## src/rtl/inbuf_cell.sv

```systemverilog
// inbuf_cell: receive-side link buffer for one router input port.
// Holds one 64-bit packet per virtual channel, decodes the held header into
// an XY-routed one-hot crossbar request, and releases the packet with the
// active hop field decremented on grant. The link side and crossbar side
// always address opposite VCs, selected by the router-wide polarity bit.
module inbuf_cell (
    input  logic        clk,
    input  logic        reset,
    input  logic        polarity,
    input  logic        si,
    output logic        ri,
    input  logic [63:0] di,
    output logic [4:0]  req,
    input  logic        gnt,
    output logic [63:0] dout,
    output logic [1:0]  full,
    output logic        err
);

    // Request encoding, bit order {PE, S, N, W, E}.
    localparam logic [4:0] REQ_E  = 5'b00001;
    localparam logic [4:0] REQ_W  = 5'b00010;
    localparam logic [4:0] REQ_N  = 5'b00100;
    localparam logic [4:0] REQ_S  = 5'b01000;
    localparam logic [4:0] REQ_PE = 5'b10000;

    logic        link_vc;
    logic        int_vc;
    logic        accept;
    logic [1:0]  full_vec;
    logic [63:0] data_buf [2];
    logic        err_q;

    assign link_vc = polarity;
    assign int_vc  = ~polarity;

    // Ready only depends on registered occupancy, so no path from si/di.
    assign ri     = ~full_vec[link_vc];
    assign accept = si & ~full_vec[link_vc];

    generate
        for (genvar gi = 0; gi < 2; gi++) begin : g_vc
            localparam logic VC = 1'(gi);

            logic [63:0] data_q;
            logic        occ_q;
            logic        fill;
            logic        drain;

            // Fill and drain of one VC can never coincide: link and
            // internal phases always address different VCs.
            assign fill  = accept & (link_vc == VC);
            assign drain = gnt & occ_q & (int_vc == VC);

            // Per-VC packet storage and occupancy flag.
            always_ff @(posedge clk) begin
                if (!reset) begin
                    data_q <= '0;
                    occ_q  <= 1'b0;
                end else if (fill) begin
                    data_q <= di;
                    occ_q  <= 1'b1;
                end else if (drain) begin
                    occ_q  <= 1'b0;
                end
            end

            assign data_buf[gi] = data_q;
            assign full_vec[gi] = occ_q;
        end
    endgenerate

    // Sticky protocol error: send into a full VC, or VC tag mismatching phase.
    always_ff @(posedge clk) begin
        if (!reset) begin
            err_q <= 1'b0;
        end else if ((si & ~full_vec[link_vc]) ? (di[63] != polarity) : si) begin
            err_q <= 1'b1;
        end
    end

    logic [63:0] pkt;
    logic [3:0]  hop_x;
    logic [3:0]  hop_y;
    logic [4:0]  req_d;
    logic [63:0] dout_d;

    assign pkt   = data_buf[int_vc];
    assign hop_x = pkt[55:52];
    assign hop_y = pkt[51:48];

    // XY routing of the internal-phase VC; X is exhausted before Y, and a
    // zero hop field is never decremented.
    always_comb begin
        req_d  = '0;
        dout_d = '0;
        if (full_vec[int_vc]) begin
            dout_d = pkt;
            if (hop_x != 4'd0) begin
                req_d         = pkt[62] ? REQ_W : REQ_E;
                dout_d[55:52] = hop_x - 4'd1;
            end else if (hop_y != 4'd0) begin
                req_d         = pkt[61] ? REQ_S : REQ_N;
                dout_d[51:48] = hop_y - 4'd1;
            end else begin
                req_d = REQ_PE;
            end
        end
    end

    assign req  = req_d;
    assign dout = dout_d;
    assign full = full_vec;
    assign err  = err_q;

endmodule

```

## config.mk

```make
export PLATFORM = sky130hd
export DESIGN_NAME = inbuf_cell
export DESIGN_NICKNAME = d
export VERILOG_FILES = /design/src/rtl/inbuf_cell.sv
export SDC_FILE = /design/constraint.sdc
export NUM_CORES = 1
export LEC_CHECK = 0
export CAP_MARGIN = 20
export CORE_ASPECT_RATIO = 2
export CORE_UTILIZATION = 35
export CTS_CLUSTER_DIAMETER = 40
export DETAILED_ROUTE_END_ITERATION = 6
export GPL_TIMING_DRIVEN = 0
export PLACE_DENSITY = 0.68
export SLEW_MARGIN = 40
export SYNTH_ARGS = -nofsm -noshare
export SYNTH_HDL_FRONTEND = slang
export SYNTH_SLANG_ARGS = --single-unit
```

## constraint.sdc

```tcl
create_clock -name clk -period 3.3 [get_ports clk]
set_clock_uncertainty 0.2 [all_clocks]
set_input_delay 0.66 -clock clk [delete_from_list [all_inputs] [get_ports clk]]
set_output_delay 0.66 -clock clk [all_outputs]
set_load 0.05 [all_outputs]
```

### Word-level counts from Yosys, hierarchy flattened

Index checks and enable logic that the tools add are counted.

* logic and storage cells: 46
* input bits: 69
* output and inout bits: 73
* flip-flop bits (word level): 131

* muxes and demuxes: 21
* eq/ne operators: 1
* reductions and logical operators: 4
* bitwise logic cells: 10
* add/subtract/negate cells: 2
* $lt $le $gt $ge: 3

Operators by type and width (count)
* 64-bit two-way mux: 4
* 4-bit two-way mux: 4
* 5-bit two-way mux: 3
* 1-bit two-way mux: 9
* 4-bit nonzero test: 2
* 4-bit by 1-bit subtractor with 4-bit output, second input constant: 2
* 1-bit bitwise AND: 7
* 1-bit by 2-bit < comparator with 1-bit output, second input constant: 2
* 2-bit nonzero test: 2
* 2-bit greater-or-equal comparator, second input constant: 1
* 2-bit two-way mux: 1
* 1-bit inverter: 2
* 1-bit inverter with 2-bit output: 1
* 1-bit != test: 1

### Logic depth before layout (Yosys ltp)

Gate-level depths: netlist (run 1).

* word-level depth: 9
* depth in mapped cells: 8

### Least setup slack after synthesis (run 1)

No wires, ideal clock.

* path kind: input port to output port
* start point: in polarity
* end point: out req[2]
* data required time: 2440 ps
* stages on the path: 8
* data arrival time: 3217 ps
* setup slack: -777 ps
* path buffers: 2
* cell sequence: buf_4 buf_4 mux2i_1 ha_1 nor4b_2 a31o_2 nand2_1 a2111oi_2

* longest elaborated chain between the ends: 9
* elaborated cells on any way between the ends: 13
* those cells by class: 9 x mux; 2 x bitwise; 2 x reduce/logical

Ends and longest elaborated chain
* start: declaration: RTL line 9 `input logic polarity,`
* 1-bit inverter: RTL line 35 `assign int_vc = ~polarity;`
* 1-bit inverter with 2-bit output (not written as such): RTL line 88 `assign pkt = data_buf[int_vc];`
* 64-bit two-way mux (not written as such) (3 in series): RTL line 88
* 4-bit nonzero test / 4-bit two-way mux (equally long branches): RTL line 102, 103
* 5-bit two-way mux: RTL line 102 `end else if (hop_y != 4'd0) begin`
* 5-bit two-way mux: RTL line 99 `if (hop_x != 4'd0) begin`
* 5-bit two-way mux *: RTL line 97 `if (full_vec[int_vc]) begin`
* end: declaration: RTL line 13 `output logic [4:0] req,`

Every way passes the cells marked *; elsewhere a longest branch is shown, timed or not. The select of a mux whose other input is x is not followed.

### Final worst setup path (run 1)

* start point: in polarity
* end point: out dout[51]

* longest elaborated chain between the ends: 9
* elaborated cells on any way between the ends: 13
* those cells by class: 1 x add/sub; 8 x mux; 2 x bitwise; 2 x reduce/logical

Ends and longest elaborated chain
* 1-bit inverter: RTL line 35
* 1-bit inverter with 2-bit output (not written as such): RTL line 88
* 64-bit two-way mux (not written as such) (3 in series): RTL line 88
* 4-bit by 1-bit subtractor with 4-bit output / 4-bit nonzero test (equally long branches): RTL line 104, 102
* 4-bit two-way mux: RTL line 102
* 4-bit two-way mux: RTL line 99
* 64-bit two-way mux *: RTL line 97
* end: declaration: RTL line 15 `output logic [63:0] dout,`

Marks and branches as above.

==> results by group, run 1 <==
Floorplan
  • Die area: 18090 um2
  • I/O Pins: 142
  • Core area: 17190 um2
  • Die height: 189.2 um
  • Die W: 95.60 um
  • Initial core utilization: 35.68%
  • Row count: 68

Worst hold path
  • Min-delay src: g_vc[1].data_q[27]$_SDFFE_PN0P_
  • Hold Path Sink: g_vc[1].data_q[27]$_SDFFE_PN0P_
  • Hold Crit Class: flip-flop to flip-flop
  • Hold Crit Depth: 2

Global routing
  • Met2 Usage GRT: 38.90%
  • Initial antenna violation count: 0
  • Gr ovfl total: 0
  • Largest net degree at the start of global routing: 17
  • First-pass GRT wire length: 28.66 mm
  • Met1 GRT Util: 21.71%
  • GR peak layer: met2
  • GRT Total Usage: 20.82%
  • Vias in the first global route: 5579
  • Grt met3 use: 4.056%

Synth
  • Netlist Area Pre-Place: 6132 um2
  • YS warnings: 0
  • Syn nets: 830
  • Sequential share of the synthesized area: 42.77%
  • Syn_area_per_cell: 8.079 um2
  • Synth unique cells: 42
  • Gate Count Post-Synth: 759
  • #FFs+latches synth: 131

Cells and area
  • # fillers: 1684
  • Design Area, Final: 8676 um2
  • Layout area overhead: 41.48%
  • Area occupied by multi-input gates: 3388 um2
  • Most common cell after layout, fill and taps aside: nand2_1
  • Fin nets: 1008
  • Share of cells above drive strength 1: 13.68%
  • Most frequent cells in the layout: nand2_1 (263), dfxtp_1 (131), a21boi_0 (78), clkdlybuf4s50_1 (69), nor2_1 (61)
  • Finished Core Util: 50.48%
  • Register area: 2623 um2
  • Non-filler cells, final: 1160
  • Number of diodes: 0

Route
  • Total Wirelength: 18.22 mm
  • Initial drt markers: 167
  • Via density: 4.966
  • Final routed DRC violation total: 0
  • Routed Antenna Nets: 0
  • DR WL/cell: 15.71 um
  • TritonRoute pass-1 iters: 4
  • Via count: 5761

Timing
  • Final number of hold-violating endpoints: 0
  • Final setup vio count: 3
  • Setup WS post-layout: -0.1748 ns
  • Achievable Freq: 287.8 MHz
  • Slew @ Worst Pin: 0.5746 ns
  • Worst hold slack: 0.2508 ns
  • Period utilization: 105.3%
  • Slew Viols, Final: 0
  • Worst slew slack as a fraction of its limit: 61.69%
  • RSZ-0062 raised after global routing: yes
  • Post-layout min period: 3.475 ns

CTS
  • H-tree depth: 4
  • CTS Sinks: 131
  • Root Driver: clkbuf_16
  • CTS tree: yes
  • Worst-case clock buffer depth: 2
  • Worst-path clk slew: 0.06 ns
  • Hold Buf Count CTS: 0
  • Worst-Skew Late Latency: 0.41 ns
  • CTS buffer count: 17

Setup path
  • R2R Path Start: g_vc[0].occ_q$_SDFFE_PN0P_
  • R2R depth: 5
  • Worst-path cell chain: buf_12 -> buf_12 -> buf_12 -> mux2i_4 -> ha_4 -> nor4b_4 -> a31o_1 -> or4_4 -> a21oi_4 -> buf_6
  • Endpoint type of the worst setup path: primary output
  • CP max stage delay: 0.53 ns
  • Critical path buffers and inverters: 4
  • CP Class: primary input to primary output
  • Cell at the slowest stage of the critical path: or4_4
  • CP arrival: 2.61 ns
  • Most used cell along the critical path: buf_12
  • Worst Path Max Fanout: 5
  • RR Endpoint: g_vc[0].data_q[59]$_SDFFE_PN0P_
  • R2R Setup Slk: 1.31 ns
  • Data required, critical path: 2.44 ns
  • Startpoint type of the worst setup path: primary input
  • Delay-heaviest family, CP: simple AND/OR/NAND/NOR gates

Placement
  • Placed inst area: 7889 um2
  • I/O Buffers: 140
  • DP Wirelength: 13.02 mm
  • Placed insts: 1109
  • Routability cong.: 0.8141
  • Worst slack, placed: -1.595 ns

Flow run
  • Maxcap violations: 0

Pwr
  • Leak: 0.003515 uW
  • Sw Pwr: 1156 uW
  • P_int: 3116 uW
  • Sw Ratio: 27.05%
  • Comb power frac: 15.8%
  • VDD IR max: 0.3731 mV
  • Power density cells: 492.3 nW/um2
  • Clock Power Share: 44.4%
  • Reg power frac: 39.9%

Run status
  • Violations in the final reports: setup timing
  • Status: complete, but fails checks
[worst max path at each step]
stage | from | end | slack (ns) | cells after the start
3_5_place_dp | polarity | dout[51] | -1.60 | 10
2_1_floorplan | polarity | req[2] | -0.17 | 8
5_1_grt | polarity | dout[51] | -0.22 | 10
3_3_place_gp | polarity | dout[51] | -1.58 | 10
6_report | polarity | dout[51] | -0.17 | 10
4_1_cts | polarity | dout[51] | -0.20 | 10
[flip-flops by register name (all words and copies together), names as in the netlist]
register / flops
g_vc.occ_q: 2
g_vc.data_q: 128
err: 1
[tightest hold or removal path, delay by kind of cell, from the launching register on]
| kind | cells | cell delay (ns) |
|---|---|---|
| flip-flops | 1 | 0.31 |
| AO/OA/AOI/OAI | 1 | 0.05 |
| AND/OR/NAND/NOR | 1 | 0.05 |
[synth_stat cells (all sizes together)]
cell,instances,area (um2)
o21a,1,7.510
or4,1,11.26
o21ai,6,30.02
buf,37,204.0
nor2,63,239.0
nand2b,1,6.260
nor2b,4,25.02
dfxtp,131,2623
inv,1,3.750
a21oi,4,23.77
a31oi,2,18.77
nor4,1,6.260
a2111oi,1,15.01
a21o,1,7.510
a21boi,129,968.4
clkbuf,22,82.58
nand2,264,991.0
nor4b,2,30.03
a31o,2,17.52
nand3,2,10.01
xnor2,1,8.760
mux2i,64,653.1
or2,1,6.260
o311a,1,10.01
ha,2,25.02
mux2,2,22.52
nand4,1,6.260
and3,4,26.28
xor2,3,26.28
nand3b,1,7.510
nor3,4,20.02
[routing by layer]
| layer | vias to the layer above | share of wire (%) |
|---|---|---|
| li1 | 2855 | - |
| met4 | 0 | 3.3 |
| met3 | 41 | 4.6 |
| met1 | 2699 | 37 |
| met2 | 166 | 55 |
| met5 | - | 0 |
[cells by family (layout without fill, tap and decap cells)]
| kind of cell | after synthesis | count (layout) | share of synthesized area, % |
|---|---|---|---|
| buffers and inverters | 60 | 251 | 4.734 |
| flip-flops | 131 | 131 | 42.77 |
| multiplexers | 66 | 66 | 11.02 |
| adder cells (fa/ha/maj) | 2 | 2 | 0.4080 |
| AO/OA/AOI/OAI | 147 | 147 | 17.91 |
| XOR/XNOR | 4 | 4 | 0.5714 |
| AND/OR/NAND/NOR | 349 | 349 | 22.59 |
[through the flow]
step	total power, uW	TNS, ns
finish	4271	-0.3367
global route	4449	-0.7114
CTS	4272	-0.2707
detailed placement	2360	-62.93
global placement	2354	-63.12
floorplan	2111	-0.3543
[cell type report]
class                      count  area share (%)
clock inverter                13           1.716
sequential                   131           30.23
clock buffer                  19           5.221
timing repair buffer         159           17.05
buffer                        59           3.663
inverter                       1         0.04327
multi-input combinational    568           39.05
tap                          210           3.029
[power groups by stage]
stage / registers [uW] / clock network (uW) / logic (uW)
finish: 1700 / 1890 / 674
global placement: 1730 / 0 / 623
global route: 1710 / 2010 / 729
detailed placement: 1740 / 0 / 625
floorplan: 1730 / 0 / 385
CTS: 1700 / 1930 / 645
[what timing repair did]
| item | in CTS | in global routing |
|---|---|---|
| endpoints found under the setup margin | 70 | 31 |
| setup buffers | 6 | 13 |
| cloned | 1 | 0 |
| pin swaps | 5 | 4 |
| resized for setup | 155 | 40 |
(Power assumes the default switching activity.)
==> run 2, diff against run 1 <==
--- a/config.mk
+++ b/config.mk
@@ -16,3 +16,4 @@
 export SYNTH_ARGS = -nofsm -noshare
 export SYNTH_HDL_FRONTEND = slang
 export SYNTH_SLANG_ARGS = --single-unit
+export TNS_END_PERCENT = 5
==> run 2 against run 1 <==
Against the previous run: highest routed layer unchanged; routed wire length grew 0.42%; sequential share of layout area grew 0.37 points; utilization shrank 0.61 points; sequential power is essentially flat; critical path depth shrank 1; register-to-register slack lost 0.08 ns; global-route usage grew 0.14 points; the flow still finishes with violations (setup timing); die area is the same; worst hold slack is essentially flat; critical endpoint unchanged.
==> results by group, run 2 (synthesis results as in run 1) <==
Run status
  • Status: complete, but fails checks
  • Violations in the final reports: setup timing

Setup path
  • Worst-path cell chain: buf_12 -> buf_12 -> mux2i_4 -> ha_4 -> nor4b_4 -> a31o_1 -> or4_4 -> a21oi_4 -> buf_6
  • Delay-heaviest family, CP: simple AND/OR/NAND/NOR gates
  • Cell at the slowest stage of the critical path: or4_4
  • Critical path buffers and inverters: 3
  • CP Class: primary input to primary output
  • Startpoint type of the worst setup path: primary input
  • CP max stage delay: 0.53 ns
  • Data required, critical path: 2.44 ns
  • Most used cell along the critical path: buf_12
  • Worst Path Max Fanout: 7
  • CP arrival: 2.51 ns
  • Endpoint type of the worst setup path: primary output

Route
  • Initial drt markers: 161
  • Total Wirelength: 18.30 mm
  • TritonRoute pass-1 iters: 4
  • DR WL/cell: 15.84 um
  • Final routed DRC violation total: 0
  • Routed Antenna Nets: 0
  • Via density: 4.859
  • Via count: 5612

Global routing
  • Gr ovfl total: 0
  • First-pass GRT wire length: 28.52 mm
  • GRT Total Usage: 20.95%
  • Vias in the first global route: 5390
  • Largest net degree at the start of global routing: 17
  • Initial antenna violation count: 0

Flow run
  • Maxcap violations: 0

Timing
  • Final number of hold-violating endpoints: 0
  • Slew @ Worst Pin: 0.5847 ns
  • Achievable Freq: 296.8 MHz
  • Post-layout min period: 3.369 ns
  • Setup WS post-layout: -0.06937 ns
  • Final setup vio count: 1
  • Worst slew slack as a fraction of its limit: 61.02%
  • Period utilization: 102.1%
  • RSZ-0062 raised after global routing: yes
  • Slew Viols, Final: 0

Placement
  • Placed inst area: 7878 um2
  • DP Wirelength: 13.09 mm
  • Routability cong.: 0.7747
  • I/O Buffers: 140

Cells and area
  • Biggest register: g_vc.data_q
  • # fillers: 1727
  • Most common cell after layout, fill and taps aside: nand2_1
  • Design Area, Final: 8571 um2
  • Share of cells above drive strength 1: 13.02%
  • Max reg flops: 128
  • Number of diodes: 0
  • Finished Core Util: 49.87%
  • Most frequent cells in the layout: nand2_1 (263), dfxtp_1 (131), a21boi_0 (78), clkdlybuf4s50_1 (69), nor2_1 (61)
  • Layout area overhead: 39.77%
  • Fin nets: 1003

CTS
  • Worst-path clk slew: 0.06 ns
  • H-tree depth: 4
  • Root Driver: clkbuf_16
  • Worst-Skew Late Latency: 0.41 ns
  • CTS Sinks: 131
  • CTS buffer count: 17
  • CTS tree: yes
  • Worst-case clock buffer depth: 2

Floorplan
  • Die area: 18090 um2
  • Die height: 189.2 um
  • Row count: 68
  • I/O Pins: 142
  • Core area: 17190 um2
  • Initial core utilization: 35.68%
  • Die W: 95.60 um

Pwr
  • Sw Ratio: 27.20%
  • P_int: 3132 uW
  • Pwr Total: 4303 uW
  • Leak: 0.003462 uW
  • Comb power frac: 15.1%
  • Reg power frac: 39.6%
  • Sw Pwr: 1171 uW
  • VDD IR max: 0.3442 mV
  • Clock Power Share: 45.3%
  • Power density cells: 502.0 nW/um2

Worst hold path
  • Hold Crit Class: flip-flop to flip-flop
run 2: cell types whose count changed in the layout (fill, tap and decap cells not counted), moves of 2 or more:
cell	delta
inv_6	+2
clkinv_2	+2
clkbuf_8	-2
buf_2	+2
clkinv_4	-3
buf_6	-4
clkbuf_1	+2
run 2: final timing paths:
check | from | endpoint | slack [ns] | cells after the start
worst min-delay path | g_vc[1].data_q[14]$_SDFFE_PN0P_ | g_vc[1].data_q[14]$_SDFFE_PN0P_ | 0.25 | 2
worst min register to register | g_vc[1].data_q[14]$_SDFFE_PN0P_ | g_vc[1].data_q[14]$_SDFFE_PN0P_ | 0.25 | 2
worst max register to register | g_vc[0].occ_q$_SDFFE_PN0P_ | g_vc[0].data_q[14]$_SDFFE_PN0P_ | 1.23 | 5
worst max-delay path | polarity | dout[51] | -0.07 | 9
run 2: metal layers:
metal	routed length, um	global-route usage, %	part of all wire, %
met1	6972	22.02	38
met2	10190	39.29	56
met3	657	4.337	3.6
met5	0	0	0
met4	483	7.979	2.6
run 2: stage by stage:
step | hold slack (ns) | cells | TNS, ns | setup slack [ns]
6_report | 0.2505 | 1155 | -0.06937 | -0.06937
5_1_grt | 0.2695 | 1155 | -0.3706 | -0.1286
4_1_cts | 0.2524 | 1152 | -0.4966 | -0.1829
3_5_place_dp | 0.2442 | 1109 | -63.69 | -1.607
3_3_place_gp | 0.2394 | 1109 | -63.76 | -1.583
2_1_floorplan | 0.2344 | 759 | -0.4909 | -0.1746
run 2: what timing repair did:
| item | 4_1_cts | 5_1_grt |
|---|---|---|
| resized for setup | 153 | 33 |
| setup endpoints to repair | 70 | 46 |
| gates cloned | 0 | 0 |
| hold buffers | 0 | 0 |
| buffers inserted | 11 | 4 |
| pin swaps | 5 | 2 |
run 2: final cells by class:
type                       instances  area [um2]  area share [%]
buffer                            58       295.3           3.445
clock inverter                    15       180.2           2.102
sequential                       131        2623           30.60
tap                              210       262.8           3.066
timing repair buffer             155        1404           16.38
clock buffer                      17       425.4           4.964
multi-input combinational        568        3377           39.40
inverter                           1       3.754         0.04380
run 2: power by group through the flow:
stage,clock network [uW],logic [uW],registers (uW)
6_report,1950,652,1700
5_1_grt,2050,705,1710
4_1_cts,1990,650,1700
3_5_place_dp,0,624,1730
3_3_place_gp,0,621,1730
2_1_floorplan,0,383,1730
run 2: worst register-to-register path, stage by stage (launching register included):
cell,delay (ns)
dfxtp_1,0.57
nand2b_1,0.16
buf_2,0.27
clkbuf_1,0.46
nand2_1,0.12
a21boi_0,0.22
==> run 3, diff against run 2 <==
--- a/config.mk
+++ b/config.mk
@@ -9,9 +9,10 @@
 export CORE_ASPECT_RATIO = 2
 export CORE_UTILIZATION = 35
 export CTS_CLUSTER_DIAMETER = 40
+export CTS_CLUSTER_SIZE = 10
 export DETAILED_ROUTE_END_ITERATION = 6
 export GPL_TIMING_DRIVEN = 0
-export PLACE_DENSITY = 0.68
+export PLACE_DENSITY = 0.65
 export SLEW_MARGIN = 40
 export SYNTH_ARGS = -nofsm -noshare
 export SYNTH_HDL_FRONTEND = slang
==> constraint.sdc (replaced) <==
create_clock -name clk -period 4.3 [get_ports clk]
set_clock_uncertainty 0.2 [all_clocks]
set_input_delay 0.86 -clock clk [delete_from_list [all_inputs] [get_ports clk]]
set_output_delay 0.86 -clock clk [all_outputs]
set_load 0.05 [all_outputs]
==> run 3 against run 2 <==
Against the previous run: the run still ends with setup timing left; global-route usage down 0.16 points; sequential share of layout area increased by 0.38 points; sequential cell count stayed put; non-clock buffer count decreased by 13; clock power down 22%; power down 23%; utilization down 0.61 points; routed wire length down 0.30%; combinational power down 28%; worst setup slack better by 0.033 ns; sequential power is 23% lower; worst hold slack is essentially flat.
==> results by group, run 3 (synthesis results as in run 1) <==
Run status
  • Status: complete, but fails checks
  • Violations in the final reports: setup timing

Global routing
  • Gr ovfl total: 0
  • Largest net degree at the start of global routing: 17
  • Initial antenna violation count: 0
  • First-pass GRT wire length: 28.37 mm
  • Vias in the first global route: 5556
  • GRT Total Usage: 20.79%

Placement
  • I/O Buffers: 140
  • Routability cong.: 0.8106
  • DP Wirelength: 13.17 mm

Timing
  • Post-layout min period: 4.336 ns
  • Slew Viols, Final: 0
  • Slew @ Worst Pin: 0.7067 ns
  • Worst slew slack as a fraction of its limit: 52.89%
  • RSZ-0062 raised after global routing: yes
  • Final setup vio count: 1
  • Achievable Freq: 230.6 MHz
  • Period utilization: 100.8%
  • Final number of hold-violating endpoints: 0
  • Setup TNS: -0.03604 ns
  • Worst hold slack: 0.2509 ns
  • Setup WS post-layout: -0.03604 ns

Worst hold path
  • Hold Crit Class: flip-flop to flip-flop
  • Hold Crit Depth: 2

Cells and area
  • # fillers: 1696
  • Most common cell after layout, fill and taps aside: nand2_1
  • Finished Core Util: 49.26%
  • Max reg flops: 128
  • Fin nets: 990
  • Number of diodes: 0
  • Layout area overhead: 38.05%
  • Most frequent cells in the layout: nand2_1 (264), dfxtp_1 (131), clkdlybuf4s50_1 (126), a21boi_0 (78), nor2_1 (62)
  • Share of cells above drive strength 1: 9.442%
  • Biggest register: g_vc.data_q

Route
  • Via density: 4.920
  • Initial drt markers: 164
  • Total Wirelength: 18.25 mm
  • Final routed DRC violation total: 0
  • Routed Antenna Nets: 0
  • TritonRoute pass-1 iters: 4
  • Via count: 5619
  • DR WL/cell: 15.98 um

Setup path
  • Endpoint type of the worst setup path: primary output
  • CP arrival: 3.28 ns
  • CP Class: primary input to primary output
  • Startpoint type of the worst setup path: primary input
  • Data required, critical path: 3.24 ns
  • R2R depth: 5
  • Worst Path Max Fanout: 10

Floorplan
  • I/O Pins: 142
  • Core area: 17190 um2
  • Row count: 68
  • Die area: 18090 um2
  • Die W: 95.60 um
  • Die height: 189.2 um
  • Initial core utilization: 35.68%

Pwr
  • Power density cells: 390.8 nW/um2
  • VDD IR max: 0.2620 mV
  • Leak: 0.003172 uW
  • Pwr Total: 3308 uW

CTS
  • CTS Sinks: 131
  • Worst-path clk slew: 0.06 ns
  • Root Driver: clkbuf_16
  • Worst-case clock buffer depth: 2
  • Hold Buf Count CTS: 0
  • CTS tree: yes
  • Worst-Skew Late Latency: 0.41 ns
  • CTS buffer count: 17
  • H-tree depth: 4

Flow run
  • Maxcap violations: 0
==> run 3: power by group <==
part | total [uW] | internal [uW] | switching [uW]
Clock | 1530 | 977 | 555
Combinational | 472 | 197 | 275
Sequential | 1310 | 1270 | 33.3
Total | 3310 | 2450 | 863
==> run 3: path summary, 6_finish.rpt <==
path                                   start                              end  slack (ns)
max                                 polarity                         dout[51]       -0.04
min          g_vc[1].data_q[45]$_SDFFE_PN0P_  g_vc[1].data_q[45]$_SDFFE_PN0P_        0.25
max reg2reg       g_vc[0].occ_q$_SDFFE_PN0P_  g_vc[0].data_q[31]$_SDFFE_PN0P_        2.33
min reg2reg  g_vc[1].data_q[45]$_SDFFE_PN0P_  g_vc[1].data_q[45]$_SDFFE_PN0P_        0.25
==> run 3: critical path: stages <==
cell	delay (ns)
clkdlybuf4s15_2	0.25
buf_6	0.19
buf_6	0.19
mux2i_2	0.27
ha_2	0.22
nor4b_4	0.25
a31oi_2	0.14
or4_4	0.58
a21oi_2	0.15
buf_6	0.17
==> run 3: what timing repair did <==
item / 4_1_cts / 5_1_grt
setup endpoints to repair: 69 / 11
buffers inserted: 1 / 0
resized for setup: 44 / 15
==> run 3: routing by layer <==
metal,part of all wire [%],wire length (um),GRT usage (%),vias to the layer above
met1,39,7033,20.88,2603
met5,0,0,0,-
met4,4.1,748,11.37,0
li1,-,-,-,2820
met2,54,9844,38.68,147
met3,3.4,618,3.896,49
==> run 3: cell type report <==
class	instances	area, um2	area share, %
inverter	1	3.754	0.04434
clock buffer	21	480.5	5.675
tap	210	262.8	3.104
buffer	59	294.0	3.473
sequential	131	2623	30.98
multi-input combinational	568	3272	38.65
timing repair buffer	141	1380	16.30
clock inverter	11	150.1	1.774
==> run 3: per-stage QoR <==
stage                     area (um2)  std cells  setup slack (ns)
final                           8466       1142          -0.03604
after global routing            8466       1142           -0.1253
after CTS                       8472       1142          -0.01139
after detailed placement        7796       1109            -1.175
after global placement          7796       1109            -1.180
after floorplan                 6132        759           -0.1774
